===== src/rtl/mcycle_sequencer.sv =====
// Issues MUL/DIV ops to the shared multi-cycle unit, stalls the front end while it runs and
// retires the buffered result through the shared write port. Optional timeout: MCSEQ_TIMEOUT_EN.
module mcycle_sequencer #(
  parameter int unsigned WIDTH      = 32,
  parameter int unsigned CNT_W      = 6,
  parameter int unsigned MAX_CYCLES = 40
) (
  input  logic             clk_i,
  input  logic             rst_ni,
  input  logic             mul_div_d_i,
  input  logic [1:0]       mcycle_op_d_i,
  input  logic [3:0]       rd_d_i,
  input  logic             busy_i,
  input  logic [WIDTH-1:0] result_i,
  input  logic             wb_ack_i,
  output logic             start_o,
  output logic [1:0]       mcycle_op_o,
  output logic             stall_f_o,
  output logic             stall_d_o,
  output logic             flush_e_o,
  output logic             reg_write_mc_o,
  output logic [3:0]       wa3_mc_o,
  output logic [WIDTH-1:0] wd3_mc_o,
  output logic [CNT_W-1:0] cycle_count_o,
  output logic             error_o
);

  typedef enum logic [1:0] {StIdle, StStart, StBusy, StWb} state_e;

  localparam logic [CNT_W-1:0] CntMax = '1;

  state_e           state_q, state_d;
  logic [1:0]       op_q, op_d;
  logic [3:0]       rd_q, rd_d;
  logic [WIDTH-1:0] wd_q, wd_d;
  logic [CNT_W-1:0] cnt_q, cnt_d;
  logic             stall;
  logic             issue;

`ifdef MCSEQ_TIMEOUT_EN
  localparam logic [CNT_W-1:0] TimeoutCnt = CNT_W'(MAX_CYCLES);
  logic err_q, err_d;
`endif

  always_comb begin
    state_d        = state_q;
    op_d           = op_q;
    rd_d           = rd_q;
    wd_d           = wd_q;
    cnt_d          = cnt_q;
    stall          = 1'b0;
    issue          = 1'b0;
    start_o        = 1'b0;
    reg_write_mc_o = 1'b0;
`ifdef MCSEQ_TIMEOUT_EN
    err_d          = err_q;
`endif
    unique case (state_q)
      StIdle: begin
        if (mul_div_d_i) begin
          issue   = 1'b1;
          op_d    = mcycle_op_d_i;
          rd_d    = rd_d_i;
          cnt_d   = '0;
          state_d = StStart;
        end
      end
      StStart: begin
        stall   = 1'b1;
        start_o = 1'b1;
        if (busy_i) state_d = StBusy;
      end
      StBusy: begin
        stall = 1'b1;
`ifdef MCSEQ_TIMEOUT_EN
        if (busy_i && (cnt_q == TimeoutCnt)) begin
          err_d   = 1'b1;
          state_d = StIdle;
        end else
`endif
        begin
          if (cnt_q != CntMax) cnt_d = cnt_q + CNT_W'(1);
          if (!busy_i) begin
            wd_d    = result_i;
            state_d = StWb;
          end
        end
      end
      StWb: begin
        stall          = 1'b1;
        reg_write_mc_o = 1'b1;
        if (wb_ack_i) state_d = StIdle;
      end
      default: state_d = StIdle;
    endcase
  end

  // The issuing MUL/DIV must never reach Execute as an ALU op, hence the IDLE-cycle flush.
  assign stall_f_o     = stall;
  assign stall_d_o     = stall;
  assign flush_e_o     = stall | (issue & rst_ni);
  assign mcycle_op_o   = op_q;
  assign wa3_mc_o      = rd_q;
  assign wd3_mc_o      = wd_q;
  assign cycle_count_o = cnt_q;

`ifdef MCSEQ_TIMEOUT_EN
  assign error_o = err_q;
`else
  assign error_o = 1'b0;
`endif

  always_ff @(posedge clk_i or negedge rst_ni) begin
    if (!rst_ni) begin
      state_q <= StIdle;
      op_q    <= '0;
      rd_q    <= '0;
      wd_q    <= '0;
      cnt_q   <= '0;
`ifdef MCSEQ_TIMEOUT_EN
      err_q   <= 1'b0;
`endif
    end else begin
      state_q <= state_d;
      op_q    <= op_d;
      rd_q    <= rd_d;
      wd_q    <= wd_d;
      cnt_q   <= cnt_d;
`ifdef MCSEQ_TIMEOUT_EN
      err_q   <= err_d;
`endif
    end
  end

endmodule


===== config.mk =====
export PLATFORM = sky130hd
export DESIGN_NAME = mcycle_sequencer
export DESIGN_NICKNAME = d
export VERILOG_FILES = /design/src/rtl/mcycle_sequencer.sv
export SDC_FILE = /design/constraint.sdc
export NUM_CORES = 1
export LEC_CHECK = 0
export ABC_AREA = 1
export ABC_CLOCK_PERIOD_IN_PS = 1900
export BUFFER_PORTS_ARGS = -buffer_cell sky130_fd_sc_hd__buf_2
export CAP_MARGIN = 30
export CORE_MARGIN = 5
export CORE_UTILIZATION = 46
export DETAILED_ROUTE_END_ITERATION = 6
export GPL_ROUTABILITY_DRIVEN = 0
export GPL_TIMING_DRIVEN = 0
export MAX_ROUTING_LAYER = met4
export PLACE_DENSITY = 0.79
export SLEW_MARGIN = 10
export SYNTH_ARGS = -nofsm -noshare
export SYNTH_HDL_FRONTEND = slang
export SYNTH_SLANG_ARGS = --single-unit

===== constraint.sdc =====
create_clock -name clk_i -period 1.9 [get_ports clk_i]
set_clock_uncertainty 0.2 [all_clocks]
set_input_delay 0.285 -clock clk_i [delete_from_list [all_inputs] [get_ports clk_i]]
set_output_delay 0.285 -clock clk_i [all_outputs]
set_load 0.02 [all_outputs]

# [Yosys cells after proc, flatten, opt, wreduce, memory -nomap -nowiden]
# Cells that the tools add are included.
[totals] reg_bits=46 latch_bits=0 mem_bits_rw=0 rom_bits=0 output_inout_bits=50 memories=0
[classes] add_sub_neg=1 multipliers=0 div=0 n_lt_le_gt_ge=0 n_eq_ne=9 n_shift=0 muxes=13 bitwise_logic=3 n_reduce_logical=7
[ops] cell="two-way mux 6 bit" count=2
[ops] cell="one-hot mux 6 bit (2 select lines)" count=1
[ops] cell="inequality test 2 bit, second input constant" count=5
[ops] cell="two-way mux 2 bit" count=4
[ops] cell="one-hot mux 2 bit (4 select lines)" count=1
[ops] cell="adder 6 x 1 -> 6 bit, second input constant" count=1
[ops] cell="inequality test 6 bit, second input constant" count=1
[ops] cell="two-way mux 1 bit" count=5
[ops] cell="== test 2 bit, second input constant" count=2
[ops] cell="AND reduction 2 bit" count=2
[ops] cell="AND reduction 4 bit" count=1
[ops] cell="AND reduction 3 bit" count=1
[ops] cell="OR reduction 3 bit" count=1
[ops] cell="== test 2 x 1 -> 1 bit, second input constant" count=1
[ops] cell="zero test 2 bit" count=1
[ops] cell="nonzero test 2 bit" count=1
[ops] cell="AND 1 bit" count=1
[ops] cell="NOT 1 bit" count=1
[ops] cell="bitwise OR 1 bit" count=1

# [Depth between registers and ports, before layout]
# Gate-level depths: netlist of run 1.
[depth] depth_word=4 ltp_mapped=9 depth_no_buf=8

# [Worst setup path after synthesis of run 1]
# No wires, ideal clock.
[synth_path] path_type="reg-to-reg" startpoint="reg state_q[0]" endpoint="reg cnt_q[4] (netlist: cycle_count_o[4])" setup_time_ns=0.126 t_arrival_ns=1.354 required_time_ns=1.574 slack_ns=0.220 path_stages_with_launch=10 n_path_buf=1 period_less_slack_ns=1.680 path_cell_list="dfrtp_1 inv_1 ha_1 inv_1 nor2_1 nor2_1 nand2_2 buf_6 nand2_1 o21ai_0"
[synth_via] elab_chain_cells=3 elab_cells_between_ends=7 cone_classes="eq/ne: 3; mux: 1; reduce/logical: 3"
[synth_lines] item="start: declaration" line="32" source="state_e state_q, state_d;"
[synth_lines] item="start signal: assignment" line="115" source="state_q <= StIdle;"
[synth_lines] item="start signal: assignment" line="124" source="state_q <= state_d;"
[synth_lines] item="== test 2 bit / zero test 2 bit (equally long branches)" line="58" source="unique case (state_q)"
[synth_lines] item="inequality test 2 bit (no source line) / nonzero test 2 bit (equally long branches)"
[synth_lines] item="AND reduction 3 bit (no source line)"
[synth_lines] item="end signal: assignment" line="128" source="cnt_q <= cnt_d;"
[synth_lines] item="end: declaration" line="36" source="logic [CNT_W-1:0] cnt_q, cnt_d;"
# Several ways; a longest one is shown, not always the timed one.
# A chain may end at the register's enable or synchronous reset.

# [Final worst setup path of run 1]
[layout_path] startpoint="reg state_q[1]" endpoint="out stall_f_o"
[layout_via] elab_chain_cells=3 elab_cells_between_ends=5 cone_classes="eq/ne: 3; mux: 1; reduce/logical: 1"
[layout_lines] item="== test 2 bit / == test 2 x 1 -> 1 bit (equally long branches)" line="58"
[layout_lines] item="OR reduction 3 bit (no source line) *"
[layout_lines] item="two-way mux 1 bit *" line="58"
[layout_lines] item="end: declaration" line="18" source="output logic stall_f_o,"
# Mark *: on every way between the ends. The rest lies on a longest branch, timed or not.

==> results.md, run 1 <==
Status:
- The flow ran to the end, and the final reports show no timing, DRC or antenna violations.

Setup path:
- The setup path with the least slack is of type register to output pin.
- Traced cell by cell, the critical path runs through inv_1, ha_4, inv_1, buf_4, buf_2.
- On the worst path, the slowest cell contributes a delay of slightly above 0.4 ns.
- Of all nets on the critical path, the largest fanout is 4.
- Among all stages on the critical path, the largest delay is contributed by sky130_fd_sc_hd__dfrtp_1.
- The worst setup path is launched from a register.
- The cell repeated most along the worst path is sky130_fd_sc_hd__inv_1.
- For the worst setup path, the data required time is 1.41 ns.
- The kind of capture point of the worst setup path is an output pin.
- The arrival time of the worst setup path is 1.32 ns.
- The cell type group with the largest total delay on the critical path is buffers and inverters.
- The count of buffer and inverter cells on the critical path is 4.

Synthesis:
- The number of storage elements in the synthesis netlist is 46.
- The post-synthesis xor/xnor area fraction is 0%.
- Yosys attributes the largest share of cell area to sky130_fd_sc_hd__dfrtp_1 58%, sky130_fd_sc_hd__mux2_2 20%, sky130_fd_sc_hd__nand2_1 3.6%, sky130_fd_sc_hd__ha_1 3.1%, sky130_fd_sc_hd__buf_6 2.3%.
- The average cell area after synthesis is 13.1 µm².
- The synthesized netlist devotes 3.51% of its cell area to compound gates.
- The net count after synthesis is 201.
- The post-synthesis cell type count is 22.
- During synthesis, Yosys emitted a total of 0 warnings.
- The total standard cell area after synthesis is between 1500 and 2000 µm².
- The synthesized netlist devotes between 8 and 9% of its cell area to simple gates.
- Counting every instance in the synthesized netlist gives ~150.
- Of the synthesized area, sequential elements account for 57.6%.
- The adder and majority gate portion of the synthesized area is 3.13%.
- The multiplexer fraction of the synthesized cell area is 21.8%.
- By area, the combinational part of the netlist is dominated by multiplexers.
- The share of Yosys cell area claimed by the top area cell type is 57.6%.
- Summed over all instances, the cell type with the most area after synthesis is sky130_fd_sc_hd__dfrtp_1.

Floorplan:
- The die covers 5760 µm².
- The vertical extent of the die is 75.9 µm.
- The number of placed I/O pins is a little over 90.
- The initial cell density of the core is 46.5%.
- The standard cell core area is 4290 µm².
- The floorplan has 24 rows.
- The horizontal die dimension is 75.9 µm.

Clock network:
- The tree built by TritonCTS fans out to 46 sinks.
- The number of buffers inserted during clock tree synthesis is 5.
- The H-tree generated during clock tree synthesis spans 2 levels.
- The root cell of the clock tree is sky130_fd_sc_hd__clkbuf_8.
- The TritonCTS clock tree is yes.
- The clock input transition at the sequential cells of the worst setup and hold paths is 0.08 ns.
- The worst-skew pair later-pin latency is 0.28 ns.
- The clock passes through at most 2 buffers.

Timing:
- Static timing analysis puts the maximum clock frequency at roughly 550 MHz.
- The count of final setup violators is 0.
- On the final layout, the worst hold slack is about 0.022 ns.
- The final hold violation count is 0.
- Dividing the final minimum period by the clock period gives 94.8%.
- Setup slack on the critical path of the routed design comes to 0.0981 ns.
- Setup repair after global routing left no endpoint under its margin.
- The max-slew violation total from the final report is 0.
- After layout, the minimum clock period comes to 1.80 ns.

Placed design:
- The worst setup slack after placement is roughly 0.11 ns.
- The half-perimeter wire length after detailed placement is 3.37 mm.
- The port buffer count is 91.

Global routing:
- The global-route wire length before repair is 7.26 mm.
- The via count of the first global-routing pass is 1578.
- The maximum number of pins on one net before global-route repair is 27.
- The total global-route track usage is 15.9%.
- The overflow left after global routing is 0.
- The initial antenna violation count came to 0.

Final layout:
- In the layout the commonest cells are 91 x sky130_fd_sc_hd__buf_2, 46 x sky130_fd_sc_hd__dfrtp_1, 36 x sky130_fd_sc_hd__mux2_2, 19 x sky130_fd_sc_hd__nand2_1, 7 x sky130_fd_sc_hd__inv_1.
- The share of layout cells above drive strength 1 is between 60% and 70%.
- The number of antenna diodes in the final layout is 0.
- The area growth from synthesis to layout is 33.8%.
- The most common cell after layout, fill and taps aside is sky130_fd_sc_hd__buf_2.
- Measured on the finished design, the core utilization comes to 62.3%.
- The total number of nets in the final design is 304.

Route:
- The detail route stage leaves a number of antenna-violating nets equal to 0.
- The highest signal layer in the routed design is met4.
- The sum of routed wire segments on met1 is 1.75 mm.
- For this block, the initial DRC count from the detailed router was 23.
- The detailed-route wire length per cell is 14.0 µm.
- The amount of wire on met2 after detailed routing is 2.28 mm.
- After detailed routing, the number of vias per cell comes to 4.74.
- For this run, design rule violations remaining after detail routing come to 0.
- The detailed-routing iteration count for the pre-antenna-repair pass is 3.
- The total via count in the routed design is 1460.
- The total wire length after detailed routing is 4.31 mm.
- The detailed route wirelength on metal3 is between 200 and 300 µm.

Hold path:
- In this run the worst hold path is classified as input port to register.

Power and ir drop:
- The leakage power summed over all cells is ~1.4 nW.
- The peak ir drop on the vdd network is 0.861 mV.
- The post-layout total power is between 0.004 and 0.005 W.
- The ratio of total power to cell area is 1680 nW/µm².

Job:
- The number of violations of the max-capacitance limit is 0.
==> stage by stage <==
step | std cells | cell area [µm²] | TNS [ns]
CTS | 306 | 2640 | 0
finish | 308 | 2670 | 0
global route | 308 | 2670 | 0
detailed placement | 297 | 2540 | 0
floorplan | 153 | 2000 | 0
global placement | 296 | 2520 | -0.0666
==> state kept, by name, summed over array words and instances, names as in the netlist <==
signal	count
mcycle_op_o	2
cycle_count_o	6
wa3_mc_o	4
wd3_mc_o	32
state_q	2
==> logic make-up (layout without fill, tap and decap cells) <==
logic type / count (synthesis) / after routing
flip-flops: 46 / 46
multiplexers: 38 / 38
AND/OR/NAND/NOR: 38 / 38
adder cells (fa/ha/maj): 5 / 5
AO/OA/AOI/OAI: 10 / 10
other: 1 / 1
buffers and inverters: 15 / 118
==> final cells by class <==
| class | count | area, µm² |
|---|---|---|
| multi-input cells | 92 | 762 |
| plain buffers | 7 | 67.6 |
| clock buffers | 6 | 72.6 |
| clock inverters | 1 | 7.51 |
| flip-flops and latches | 46 | 1150 |
| well taps | 52 | 65.1 |
| fillers | 348 | 1620 |
| repair buffers | 96 | 518 |
| inverters | 8 | 30.0 |
==> power by group <==
part | internal (W) | leakage, nW | switching [W] | total, W
registers | 0.00143 | 0.557 | 0.000226 | 0.00166
logic | 0.000986 | 0.780 | 0.00130 | 0.00229
clock network | 0.000252 | 0.0373 | 0.000303 | 0.000556
total | 0.00267 | 1.37 | 0.00183 | 0.00450
==> path summary, 6_finish.rpt <==
path,from,end,slack [ns],cells after the start
setup / recovery,state_q[1]$_DFFE_PN0P_,stall_f_o,0.1,5
hold / removal,result_i[10],wd3_mc_o[10]$_DFFE_PN0P_,0.02,2
setup reg to reg,state_q[0]$_DFFE_PN0P_,wd3_mc_o[29]$_DFFE_PN0P_,0.11,6
hold reg to reg,wd3_mc_o[28]$_DFFE_PN0P_,wd3_mc_o[28]$_DFFE_PN0P_,0.30,1
max in group asynchronous,rst_ni,mcycle_op_o[0]$_DFFE_PN0P_,0.84,3
min in group asynchronous,rst_ni,wd3_mc_o[9]$_DFFE_PN0P_,0.26,2
==> what timing repair did <==
action | 4_1_cts | 5_1_grt
resized for setup | 0 | 3
setup endpoints to repair | 0 | 2
hold buffers | 2 | 0
hold endpoints to repair | 20 | 0
setup buffers | 0 | 1
==> Yosys cell counts (all sizes together) <==
cell type   n
dfrtp      46
mux2       38
nand2      22
inv         8
buf         7
nor2        7
o21ai       7
nand3       6
ha          5
o21bai      2
a21oi       1
conb        1
nand3b      1
nor3        1
or2         1
==> layer usage <==
metal / GRT usage, % / up-vias
li1: - / 713
met1: 18.1 / 701
met2: 26.7 / 44
met3: 5.21 / 2
met4: 4.27 / 0
met5: - / -
No activity file was read; power rests on OpenSTA's default activity.
==> inputs of run 2 (changes only) <==
CELL_PAD_IN_SITES_DETAIL_PLACEMENT = 1   (was default)
CELL_PAD_IN_SITES_GLOBAL_PLACEMENT = 2   (was default)
CORE_UTILIZATION = 28   (was 46)
PLACE_DENSITY = default   (was 0.79)
PLACE_DENSITY_LB_ADDON = 0.1   (was default)
==> run 2 against run 1 <==
  * Die area up 55%
  * Via count up 4.1%
  * Total power up 0.92%
  * Critical path depth unchanged
==> results.md, run 2 (synthesized netlist as in run 1, its figures left out) <==
Status:
- The run finished with clean final reports.

Final layout:
- Relative to the synthesized area, the layout overhead comes to 38.7%.
- In the layout the commonest cells are 91 x sky130_fd_sc_hd__buf_2, 46 x sky130_fd_sc_hd__dfrtp_1, 36 x sky130_fd_sc_hd__mux2_2, 19 x sky130_fd_sc_hd__nand2_1.
- The share of layout cells above drive strength 1 is slightly above 60%.
- The multi-input logic area is 762 µm².
- The flip-flop count of the largest register after layout is 32.
- Leaving out filler cells and counting taps, the final layout contains 356.
- 0 antenna diodes ended up in the layout.
- Leaving out fill and tap cells, the most frequent cell in the layout is sky130_fd_sc_hd__buf_2.
- The total number of nets in the final design is just over 300.
- Once layout is done, the placed cells without fillers occupy 2770 µm².
- The sequential standard cell area is 1150 µm².
- Counting the fill cells in the layout gives ~800.

Clock network:
- The number of levels the H-tree was split into is 2.
- The root cell of the clock tree is sky130_fd_sc_hd__clkbuf_8.
- The clock input transition at the sequential cells of the worst setup and hold paths is 0.09 ns.
- Clock latency on the worst-skew pair, taken at its later pin, is a little under 0.3 ns.
- The TritonCTS clock tree is yes.
- The clock passes through at most 2 buffers.
- The number of clock sinks is between 40 and 50.
- The number of buffers inserted during clock tree synthesis is 5.

Setup path:
- Counting cells, the worst reg-to-reg path comes to 6.
- STA puts the critical path data required time at 1.41 ns.
- The worst setup path is launched from a register.
- The largest fanout of any net on the critical path is 4.
- Data arrives at the worst endpoint at 1.31 ns.
- The worst setup path is captured at an output pin.
- The critical path class is register to output pin.

Floorplan:
- Measured along the y axis, the die boundary spans 94.5 µm.
- The core region is 6870 µm².
- For this configuration, the core starts out at a cell density of 29.1%.
- The die covers 8930 µm².
- Measured along the x axis, the die boundary spans 94.5 µm.
- During I/O placement, the number of pins put on the boundary was between 90 and 100.
- The total number of placement rows is 30.

Job:
- Max-cap violations in this run came to 0.

Timing:
- The final hold violation count came to 0.
- The final critical-path required period is 1.79 ns.
- The max-slew violation total from the final report was 0.
- Derived from the worst setup path, the maximum achievable clock frequency is about 560 MHz.
- The worst path uses 94.4% of the clock period.
- Setup repair after global routing left no endpoint under its margin.
- The count of final setup violators is 0.

Placed design:
- In this run the cell area measured after placement is 2590 µm².
- The number of placed instances, taps included, is roughly 340.
- The half-perimeter wire length after detailed placement is 3.89 mm.
- The port buffer count is 91.

Global routing:
- Global routing used 16.8% of the available met2 tracks.
- The first global-routing pass estimated around 7.8 mm of wire.
- The total overflow left after global routing is 0.
- The met1 track demand over resource in global routing is between 10% and 20%.
- The maximum number of pins on one net before global-route repair is 30.
- For this run, global-route usage on met3 was measured as around 3.8%.
- The highest-utilization routing layer at the global route stage is met2.
- The initial antenna violation count is 0.
- Global routing used a little under an eighth of the available tracks across all layers.
- The via count of the first global-routing pass was 1538.

Route:
- For this block, the via count after detailed routing is 1520.
- The post-detailed-route via-to-cell ratio is 4.27.
- The post-detailed-route DRC marker count is 0.
- In the final routed layout, each cell accounts on average for 14.2 µm.
- Summed over all layers, the routed wires come to 5.04 mm.
- The number of DRC violations after detailed-routing iteration 0 is 20.
- The detailed-routing iteration count for the pre-antenna-repair pass is 2.
- In this run the remaining antenna-violating nets after routing total 0.

Power and ir drop:
- The clock share of power is 13.0%.
- The leakage power summed over all cells is 1.39 nW.
- The proportion of power drawn by combinational gates is 50.6%.
- Registers are responsible for 36.3% of the overall power.
- The internal power is 0.00267 W.
- Across the VDD grid, the largest voltage drop is between 0.6 and 0.7 mV.
- Dividing total power by cell area gives a power density of 1640 nW/µm².
- The switching component of the power is around 0.0019 W.
- Net switching is 41.1% of the power.

Hold path:
- The path class of the tightest hold or removal check is input port to register.
- Counting instances, the worst hold path has a depth of 2.
## run 2: cell count changes in the layout (fill, tap and decap cells not counted), sizes merged
cell,change
clkinvlp,-1
buf,-1
dlygate4sd3,+4
clkinv,+2
## run 2: layout make-up
cell class	count	area share, %
repair buffers	99	19.9
clock buffers	6	2.62
plain buffers	7	2.57
inverters	8	1.08
well taps	96	4.33
flip-flops and latches	46	41.5
clock inverters	2	0.497
multi-input cells	92	27.5
## run 2: stage by stage
step / hold slack [ns] / worst slack, ns / utilization [%] / TNS (ns) / total power, W
after floorplan: -0.211 / 0.220 / - / 0 / 0.00319
after global placement: 0.282 / -0.142 / 37.5 / -0.142 / 0.00393
after detailed placement: 0.0660 / 0.0901 / 37.8 / 0 / 0.00397
after CTS: 0.000638 / 0.0120 / 39.8 / 0 / 0.00460
after global routing: 0.00429 / 0.0262 / 40.3 / 0 / 0.00489
final: 0.0139 / 0.107 / 40.3 / 0 / 0.00454
## run 2: timing repair
item	4_1_cts	5_1_grt
hold buffers	5	1
gates resized for setup	1	4
endpoints found under the hold margin	20	1
setup buffers	0	0
endpoints found under the setup margin	1	4
## run 2: power groups by stage
stage / combinational, W / sequential, W / clock, W
after CTS: 0.00232 / 0.00166 / 0.000630
after global routing: 0.00251 / 0.00172 / 0.000664
after floorplan: 0.000989 / 0.00221 / 0
final: 0.00230 / 0.00165 / 0.000591
after detailed placement: 0.00230 / 0.00167 / 0
after global placement: 0.00228 / 0.00165 / 0
## run 2: path summary, 6_finish.rpt
| kind | startpoint | slack, ns | end |
|---|---|---|---|
| worst max register to register | state_q[0]$_DFFE_PN0P_ | 0.12 | wd3_mc_o[14]$_DFFE_PN0P_ |
| min in group asynchronous | rst_ni | 0.35 | wd3_mc_o[21]$_DFFE_PN0P_ |
| worst max-delay path | state_q[0]$_DFFE_PN0P_ | 0.11 | stall_f_o |
| max in group asynchronous | rst_ni | 0.91 | wd3_mc_o[8]$_DFFE_PN0P_ |
| worst min-delay path | result_i[24] | 0.01 | wd3_mc_o[24]$_DFFE_PN0P_ |
| worst min register to register | wd3_mc_o[15]$_DFFE_PN0P_ | 0.30 | wd3_mc_o[15]$_DFFE_PN0P_ |
## run 2: critical path, cell delays in order, from the launching register on
cell and delay [ns]:
sky130_fd_sc_hd__dfrtp_1 0.43, sky130_fd_sc_hd__inv_2 0.10, sky130_fd_sc_hd__ha_4 0.15, sky130_fd_sc_hd__inv_1 0.06
sky130_fd_sc_hd__buf_4 0.12, sky130_fd_sc_hd__buf_2 0.15
## run 2: routing by layer
layer  wire (µm)  up-vias
met5           0        -
met4          65        0
met3         448        8
met2        2200       64
met1        2320      728
li1            -      720
